`config.mk`:
```
export PLATFORM = sky130hd
export DESIGN_NAME = cgra_tid_scheduler
export DESIGN_NICKNAME = d
export VERILOG_FILES = /design/src/rtl/cgra_sched_pkg.sv /design/src/rtl/tid_xyz_counter.sv /design/src/rtl/cgra_tid_scheduler.sv
export SDC_FILE = /design/constraint.sdc
export NUM_CORES = 1
export LEC_CHECK = 0
export ABC_AREA = 1
export CELL_PAD_IN_SITES_DETAIL_PLACEMENT = 1
export CELL_PAD_IN_SITES_GLOBAL_PLACEMENT = 1
export CORE_UTILIZATION = 42
export CTS_CLUSTER_DIAMETER = 150
export DETAILED_ROUTE_END_ITERATION = 8
export PLACE_DENSITY = 0.83
export SYNTH_ARGS = -nofsm -noshare
export SYNTH_HDL_FRONTEND = slang
export SYNTH_SLANG_ARGS = --single-unit
```
`constraint.sdc`:
```
create_clock -name clk -period 1.98 [get_ports clk]
set_input_delay 0.198 -clock clk [delete_from_list [all_inputs] [get_ports clk]]
set_output_delay 0.198 -clock clk [all_outputs]
set_load 0.005 [all_outputs]
```
`src/rtl/cgra_sched_pkg.sv`:
```
// Shared types and width helpers for the CGRA thread-ID scheduler.
package cgra_sched_pkg;

  typedef enum logic [1:0] {
    S_IDLE,
    S_DISPATCH,
    S_DRAIN,
    S_DONE
  } sched_state_e;

  function automatic int tid_width(input int total_tid);
    return (total_tid > 1) ? $clog2(total_tid) : 1;
  endfunction

  function automatic int credit_width(input int max_inflight);
    return $clog2(max_inflight + 1);
  endfunction

endpackage

```
`src/rtl/tid_xyz_counter.sv`:
```
// Cascaded x/y/z wrap counter with a flat thread id; holds at the last thread.
module tid_xyz_counter #(
  parameter int TW = 9
) (
  input  logic          clk,
  input  logic          rst,
  input  logic          i_clr,
  input  logic          i_step,
  input  logic [TW-1:0] i_lim_x,
  input  logic [TW-1:0] i_lim_y,
  input  logic [TW-1:0] i_lim_z,
  output logic [TW-1:0] o_tid,
  output logic [TW-1:0] o_x,
  output logic [TW-1:0] o_y,
  output logic [TW-1:0] o_z,
  output logic          o_last
);

  logic [TW-1:0] r_tid, r_x, r_y, r_z;
  logic          w_x_wrap, w_y_wrap;

  assign w_x_wrap = (r_x == i_lim_x);
  assign w_y_wrap = (r_y == i_lim_y);
  assign o_last   = w_x_wrap & w_y_wrap & (r_z == i_lim_z);

  always_ff @(posedge clk or posedge rst) begin
    if (rst) begin
      r_tid <= '0;
      r_x   <= '0;
      r_y   <= '0;
      r_z   <= '0;
    end else if (i_clr) begin
      r_tid <= '0;
      r_x   <= '0;
      r_y   <= '0;
      r_z   <= '0;
    end else if (i_step && !o_last) begin
      r_tid <= r_tid + TW'(1);
      if (w_x_wrap) begin
        r_x <= '0;
        if (w_y_wrap) begin
          r_y <= '0;
          r_z <= r_z + TW'(1);
        end else begin
          r_y <= r_y + TW'(1);
        end
      end else begin
        r_x <= r_x + TW'(1);
      end
    end
  end

  assign o_tid = r_tid;
  assign o_x   = r_x;
  assign o_y   = r_y;
  assign o_z   = r_z;

endmodule

```
`src/rtl/cgra_tid_scheduler.sv`:
```
// Dispatches kernel thread IDs into the CGRA under a credit limit and tracks retirement.
module cgra_tid_scheduler
  import cgra_sched_pkg::*;
#(
  parameter  int TOTAL_TID    = 512,
  parameter  int MAX_INFLIGHT = 16,
  localparam int TW           = tid_width(TOTAL_TID),
  localparam int CW           = credit_width(MAX_INFLIGHT)
) (
  input  logic          clk,
  input  logic          rst,
  input  logic          start,
  input  logic          clr,
  input  logic [TW-1:0] ntid_x,
  input  logic [TW-1:0] ntid_y,
  input  logic [TW-1:0] ntid_z,
  output logic          out_valid,
  input  logic          out_ready,
  output logic [TW-1:0] out_tid,
  output logic [TW-1:0] out_tid_x,
  output logic [TW-1:0] out_tid_y,
  output logic [TW-1:0] out_tid_z,
  input  logic          retire_valid,
  output logic [CW-1:0] inflight,
  output logic          busy,
  output logic          done,
  output logic          err
);

  // Each factor needs TW+1 bits, so the product is sized to never wrap.
  localparam int PW = 3 * (TW + 1);

  sched_state_e  r_state, w_state_nxt;
  logic [TW-1:0] r_ntid_x, r_ntid_y, r_ntid_z;
  logic [CW-1:0] r_inflight;
  logic          r_err;
  logic [PW-1:0] w_total;
  logic          w_oversize, w_launch, w_fire, w_last, w_underflow;

  assign w_total = (PW'(ntid_x) + PW'(1)) * (PW'(ntid_y) + PW'(1)) * (PW'(ntid_z) + PW'(1));
  assign w_oversize  = (w_total > PW'(TOTAL_TID));
  assign w_launch    = start & ~clr & ((r_state == S_IDLE) | (r_state == S_DONE));
  assign out_valid   = (r_state == S_DISPATCH) && (r_inflight < CW'(MAX_INFLIGHT));
  assign w_fire      = out_valid & out_ready;
  assign w_underflow = retire_valid & ~w_fire & (r_inflight == '0);

  always_ff @(posedge clk or posedge rst) begin
    if (rst) r_state <= S_IDLE;
    else     r_state <= w_state_nxt;
  end

  always_comb begin
    w_state_nxt = r_state;
    busy        = (r_state == S_DISPATCH) || (r_state == S_DRAIN);
    done        = (r_state == S_DONE);
    if (clr) begin
      w_state_nxt = S_IDLE;
    end else begin
      case (r_state)
        S_IDLE, S_DONE: if (start) w_state_nxt = w_oversize ? S_DONE : S_DISPATCH;
        S_DISPATCH:     if (w_fire && w_last) w_state_nxt = S_DRAIN;
        S_DRAIN:        if (r_inflight == '0) w_state_nxt = S_DONE;
        default:        w_state_nxt = S_IDLE;
      endcase
    end
  end

  always_ff @(posedge clk or posedge rst) begin
    if (rst) begin
      r_ntid_x   <= '0;
      r_ntid_y   <= '0;
      r_ntid_z   <= '0;
      r_inflight <= '0;
      r_err      <= 1'b0;
    end else if (clr) begin
      r_inflight <= '0;
      r_err      <= 1'b0;
    end else begin
      if (w_launch) begin
        r_ntid_x <= ntid_x;
        r_ntid_y <= ntid_y;
        r_ntid_z <= ntid_z;
      end
      case ({w_fire, retire_valid})
        2'b10:   r_inflight <= r_inflight + CW'(1);
        2'b01:   if (r_inflight != '0) r_inflight <= r_inflight - CW'(1);
        default: r_inflight <= r_inflight;
      endcase
      if (w_launch)         r_err <= w_oversize | w_underflow;
      else if (w_underflow) r_err <= 1'b1;
    end
  end

  tid_xyz_counter #(.TW(TW)) u_cnt (
    .clk     (clk),
    .rst     (rst),
    .i_clr   (clr | w_launch),
    .i_step  (w_fire),
    .i_lim_x (r_ntid_x),
    .i_lim_y (r_ntid_y),
    .i_lim_z (r_ntid_z),
    .o_tid   (out_tid),
    .o_x     (out_tid_x),
    .o_y     (out_tid_y),
    .o_z     (out_tid_z),
    .o_last  (w_last)
  );

  assign inflight = r_inflight;
  assign err      = r_err;

endmodule
```
==> results.ini, run 1 <==
[status]
status=aborted with a tool error
lastStage=global routing (5_1_grt)
error_line=[ERROR GRT-0232] Routing congestion too high. Check the congestion heatmap in the GUI.

[logic_synthesis]
ys_seq_elements=71
synth_nets=2368
ys_top_cells_by_area=fa_1 (28%), nand2_1 (13%), dfrtp_1 (12%)
synth_seq_area_share=0.122
synth_area_um2=14600
syn_inst=1996
synth_top_area_frac=0.281
syn_area_per_cell_um2=7.31
synth_largest_area_cell=fa_1
synth_edf_count=0
synth_ff_type=dfrtp_1
synth_warnings=0
synthDistinctLibCells=48
async_flop_share=1.00

[die]
start_util=0.431
rows=67
dieHeight_um=188
die_w_um=188
ioPinCount=78

[grt]
grt_overflow=4
grt_max_degree=72
groute.usage.overall=0.666

[cts]
numCtsBuffers=9
htree_levels=3
cts_hold_buffers=0
cts_root_buffer=clkbuf_16
cts.sinks=71
clockBufferDepth=2

[timing]
grt-worst-endpoint=r_state[1]$_DFFE_PP0P_/D
worst-ep-kind=sequential cell input

[place]
dp.cells=2821
routabilityCongestion=0.966
hpwl_um=48300
portBuffers=77

## per-layer routing
layer  GRT usage  GRT overflow
met5       0.125             0
met4       0.690             0
met3       0.459             0
met2       0.891             4
met1       0.646             0
## Yosys cell counts (4+ instances only)
| library cell | n |
|---|---|
| inv_2 | 11 |
| clkbuf_1 | 15 |
| nand3b_1 | 6 |
| or2_2 | 22 |
| xor2_1 | 42 |
| o21ai_0 | 55 |
| o21ai_2 | 11 |
| nand2_1 | 507 |
| nor3_1 | 17 |
| a21oi_1 | 37 |
| nand2_4 | 4 |
| xnor2_1 | 27 |
| o21ai_1 | 5 |
| nand4_1 | 26 |
| nand3_1 | 65 |
| fa_1 | 205 |
| buf_6 | 6 |
| o31ai_1 | 7 |
| dfrtp_1 | 71 |
| ha_1 | 134 |
| inv_1 | 428 |
| nor2_1 | 251 |
| a21oi_2 | 6 |
## repair_timing
| action | in CTS |
|---|---|
| setup buffers | 56 |
| gates cloned | 8 |
| gates resized for setup | 293 |
| pin swaps | 114 |
| setup endpoints to repair | 69 |
## kinds of logic after synthesis
kind of cell	share of synthesized area
simple gates	0.262
buf+inv	0.124
fa+ha+maj	0.396
compound gates	0.0538
flops	0.122
xor+xnor	0.0425
## metrics by stage
stage	area, µm²	utilization	hold slack (ns)	worst slack [ns]
CTS	20400	0.604	0.0805	-7.61
global placement	18700	0.552	0.483	-8.47
floorplan	15000	-	0.315	-6.86
detailed placement	18700	0.552	0.503	-8.83
==> run 2: changes to the inputs <==
--- a/config.mk
+++ b/config.mk
@@ -6,12 +6,9 @@
 export NUM_CORES = 1
 export LEC_CHECK = 0
 export ABC_AREA = 1
-export CELL_PAD_IN_SITES_DETAIL_PLACEMENT = 1
-export CELL_PAD_IN_SITES_GLOBAL_PLACEMENT = 1
-export CORE_UTILIZATION = 42
-export CTS_CLUSTER_DIAMETER = 150
+export CORE_UTILIZATION = 40
 export DETAILED_ROUTE_END_ITERATION = 8
-export PLACE_DENSITY = 0.83
+export PLACE_DENSITY_LB_ADDON = 0.15
 export SYNTH_ARGS = -nofsm -noshare
 export SYNTH_HDL_FRONTEND = slang
 export SYNTH_SLANG_ARGS = --single-unit
==> constraint.sdc (replaced) <==
create_clock -name clk -period 2.55 [get_ports clk]
set_input_delay 0.255 -clock clk [delete_from_list [all_inputs] [get_ports clk]]
set_output_delay 0.255 -clock clk [all_outputs]
set_load 0.005 [all_outputs]
==> run 2 against run 1 <==
Effect of this change:
- the flow now finishes, with violations (design-rule violations, negative setup slack)
- synthesized cell count stayed put
- area after synthesis is the same
==> results.ini, run 2 <==
[worst_setup_path]
startpoint=ntid_x[7]
cp_slowest_cell=fa_1
startpoint_type=primary input
cpMostUsedCell=fa_1
cp_slowest_stage_delay_ns=0.55
crit_required_ns=2.77
r2r-start=r_state[1]
setup.worst_path.end_class=flip-flop
cp_max_fo=6
path_class=primary input to flip-flop
arrival_ns=9.51

[cells_and_area]
mostFrequentLayoutCells=nand2_1 (452), inv_1 (393), buf_4 (296), nor2_1 (208), fa_1 (203)
final_util=0.548
design_area_um2=19600
nNetsFinal=2734
multi_input_area_um2=12100
final_common_cell=nand2_1
n_antenna_cell=0
seq_area_um2=1780
syn_to_final_growth_pct=34.1
fillerInstances=3450
drive_gt1_frac=0.255

[die]
die_w_um=193  ; was 188 µm
dieArea_um2=37300
core_area_um2=35700
ioPinCount=78  ; unchanged
start_util=0.408  ; was 0.431
dieHeight_um=193  ; was 188 µm
rows=69  ; was 67

[grt]
grt_pass1_vias=14400
grt_overflow=0
grt_max_degree=72
antenna_found_initial=0
groute.usage.overall=0.237
grt_pass1_wl_um=70700

[logic_synthesis]
synth_seq_area_share=0.122  ; unchanged
synth_ff_type=dfrtp_1  ; unchanged
synth_nets=2368  ; unchanged
syn_area_per_cell_um2=7.31  ; unchanged
ys_top_cells_by_area=fa_1 (28%), nand2_1 (13%), dfrtp_1 (12%)  ; unchanged
ys_top_cells_by_count=nand2_1 (507), inv_1 (428), nor2_1 (251)  ; unchanged
syn_inst=1996  ; unchanged
synth_top_area_frac=0.281  ; unchanged
synthDistinctLibCells=48  ; unchanged
ys_seq_elements=71  ; unchanged
synth_warnings=0  ; unchanged
async_flop_share=1.00  ; unchanged
synth_area_um2=14600  ; unchanged
synth_edf_count=0  ; unchanged
yosysMostFrequentCell=nand2_1  ; unchanged
synth_largest_area_cell=fa_1  ; unchanged

[timing]
finClkSkew_ns=0.0122
tns_ns=-13.47
rsz0062_at_grt=yes
slew_viol_final=0
fmax_ghz=0.108
relSlewSlack=0.554
fin_crit_sh=3.64
setup_viol=2
worst-slew-pin-transition_ns=0.668
setup_ws_ns=-6.73
period_needed_ns=9.28
finalHoldViolCount=0

[cts]
clockBufferDepth=2  ; unchanged
cts_root_buffer=clkbuf_16  ; unchanged
insertion_delay_ns=0.34
htree_levels=3  ; unchanged
numCtsBuffers=9  ; unchanged
cts.sinks=71  ; unchanged
cts_tree=done
cts.clk_slew.worst_paths_ns=0.07

[detailed_routing]
firstDrtPassIters=7
wire_per_inst_um=14.6
viasPerCell=4.83
wirelength_um=41300
first_iter_violations=685
num_vias=13700
postRouteAntennaNets=0
drc=14

[place]
routabilityCongestion=0.871  ; was 0.966
portBuffers=77  ; unchanged
dpl-instance-area_um2=18200  ; was 18700 µm²
hpwl_um=34600  ; was 48300 µm

[worst_hold_path]
hold_class=primary input to flip-flop
hp-start=ntid_x[1]

[status]
violations=design-rule violations, negative setup slack
status=complete, but fails checks  ; was aborted with a tool error

[run]
drv_cap=0

## run 2: cell counts after synthesis
Identical to the previous run, type by type.
## run 2: kinds of logic (layout without fill, tap and decap cells)
family,after synthesis,count (layout),share of synthesized area
adder cells (fa/ha/maj),339,339,0.396
AO/OA/AOI/OAI,134,134,0.0538
AND/OR/NAND/NOR,916,916,0.262
flip-flops,71,71,0.122
XOR/XNOR,70,70,0.0425
buffers and inverters,466,836,0.124
## run 2: worst max-delay path: cells and delay by family
kind                       cells  cell delay (ns)
AOI/OAI and AO/OA              4             0.47
buffers and inverters         14             1.58
adders and majority gates     12             5.43
and+or+nand+nor               19             1.78
## run 2: per-stage QoR
stage                     hold WS, ns  setup slack [ns]  cells
after detailed placement        0.492             -8.02   2771
final                           0.141             -6.73   2827
after floorplan                 0.372             -6.35   1996
after global placement          0.489             -8.08   2771
after global routing            0.147             -7.20   2827
after CTS                       0.134             -6.69   2817
## run 2: what timing repair did
action	CTS	global route
setup endpoints to repair	2	2
setup buffers	31	10
pin swaps	104	32
hold buffers	0	0
hold endpoints to repair	0	0
resized for setup	178	55
gates cloned	0	0
## run 2: worst paths after layout
| check | end | slack [ns] | cells past startpoint |
|---|---|---|---|
| worst min register to register | r_ntid_z[1] | 0.50 | 2 |
| worst max-delay path | r_state[1] | -6.73 | 49 |
| min in group asynchronous | u_cnt.o_tid[7] | 0.32 | 3 |
| worst max register to register | inflight[4] | 0.26 | 13 |
| worst min-delay path | r_ntid_x[1] | 0.14 | 3 |
| max in group asynchronous | u_cnt.o_x[5] | 1.91 | 3 |
## run 2: final cells by class
type                       instances  share of cell area
clock buffer                       9              0.0115
clock inverter                     6             0.00364
inverter                         440              0.0851
multi-input combinational       1459               0.620
sequential                        71              0.0908
tap                              461              0.0295
timing repair buffer             381               0.159
## run 2: layer usage
layer,vias up,wire [µm],GRT usage,share of wire
met5,-,0,0,0
met4,0,825,0.0580,0.020
li1,6724,-,-,-
met3,54,1830,0.0208,0.044
met1,6597,18900,0.318,0.46
met2,281,19800,0.412,0.48
Power of run 2 is left out: the tool's default activity adds up to more than one toggle a clock period on the data nets, which glitch-free logic cannot reach.
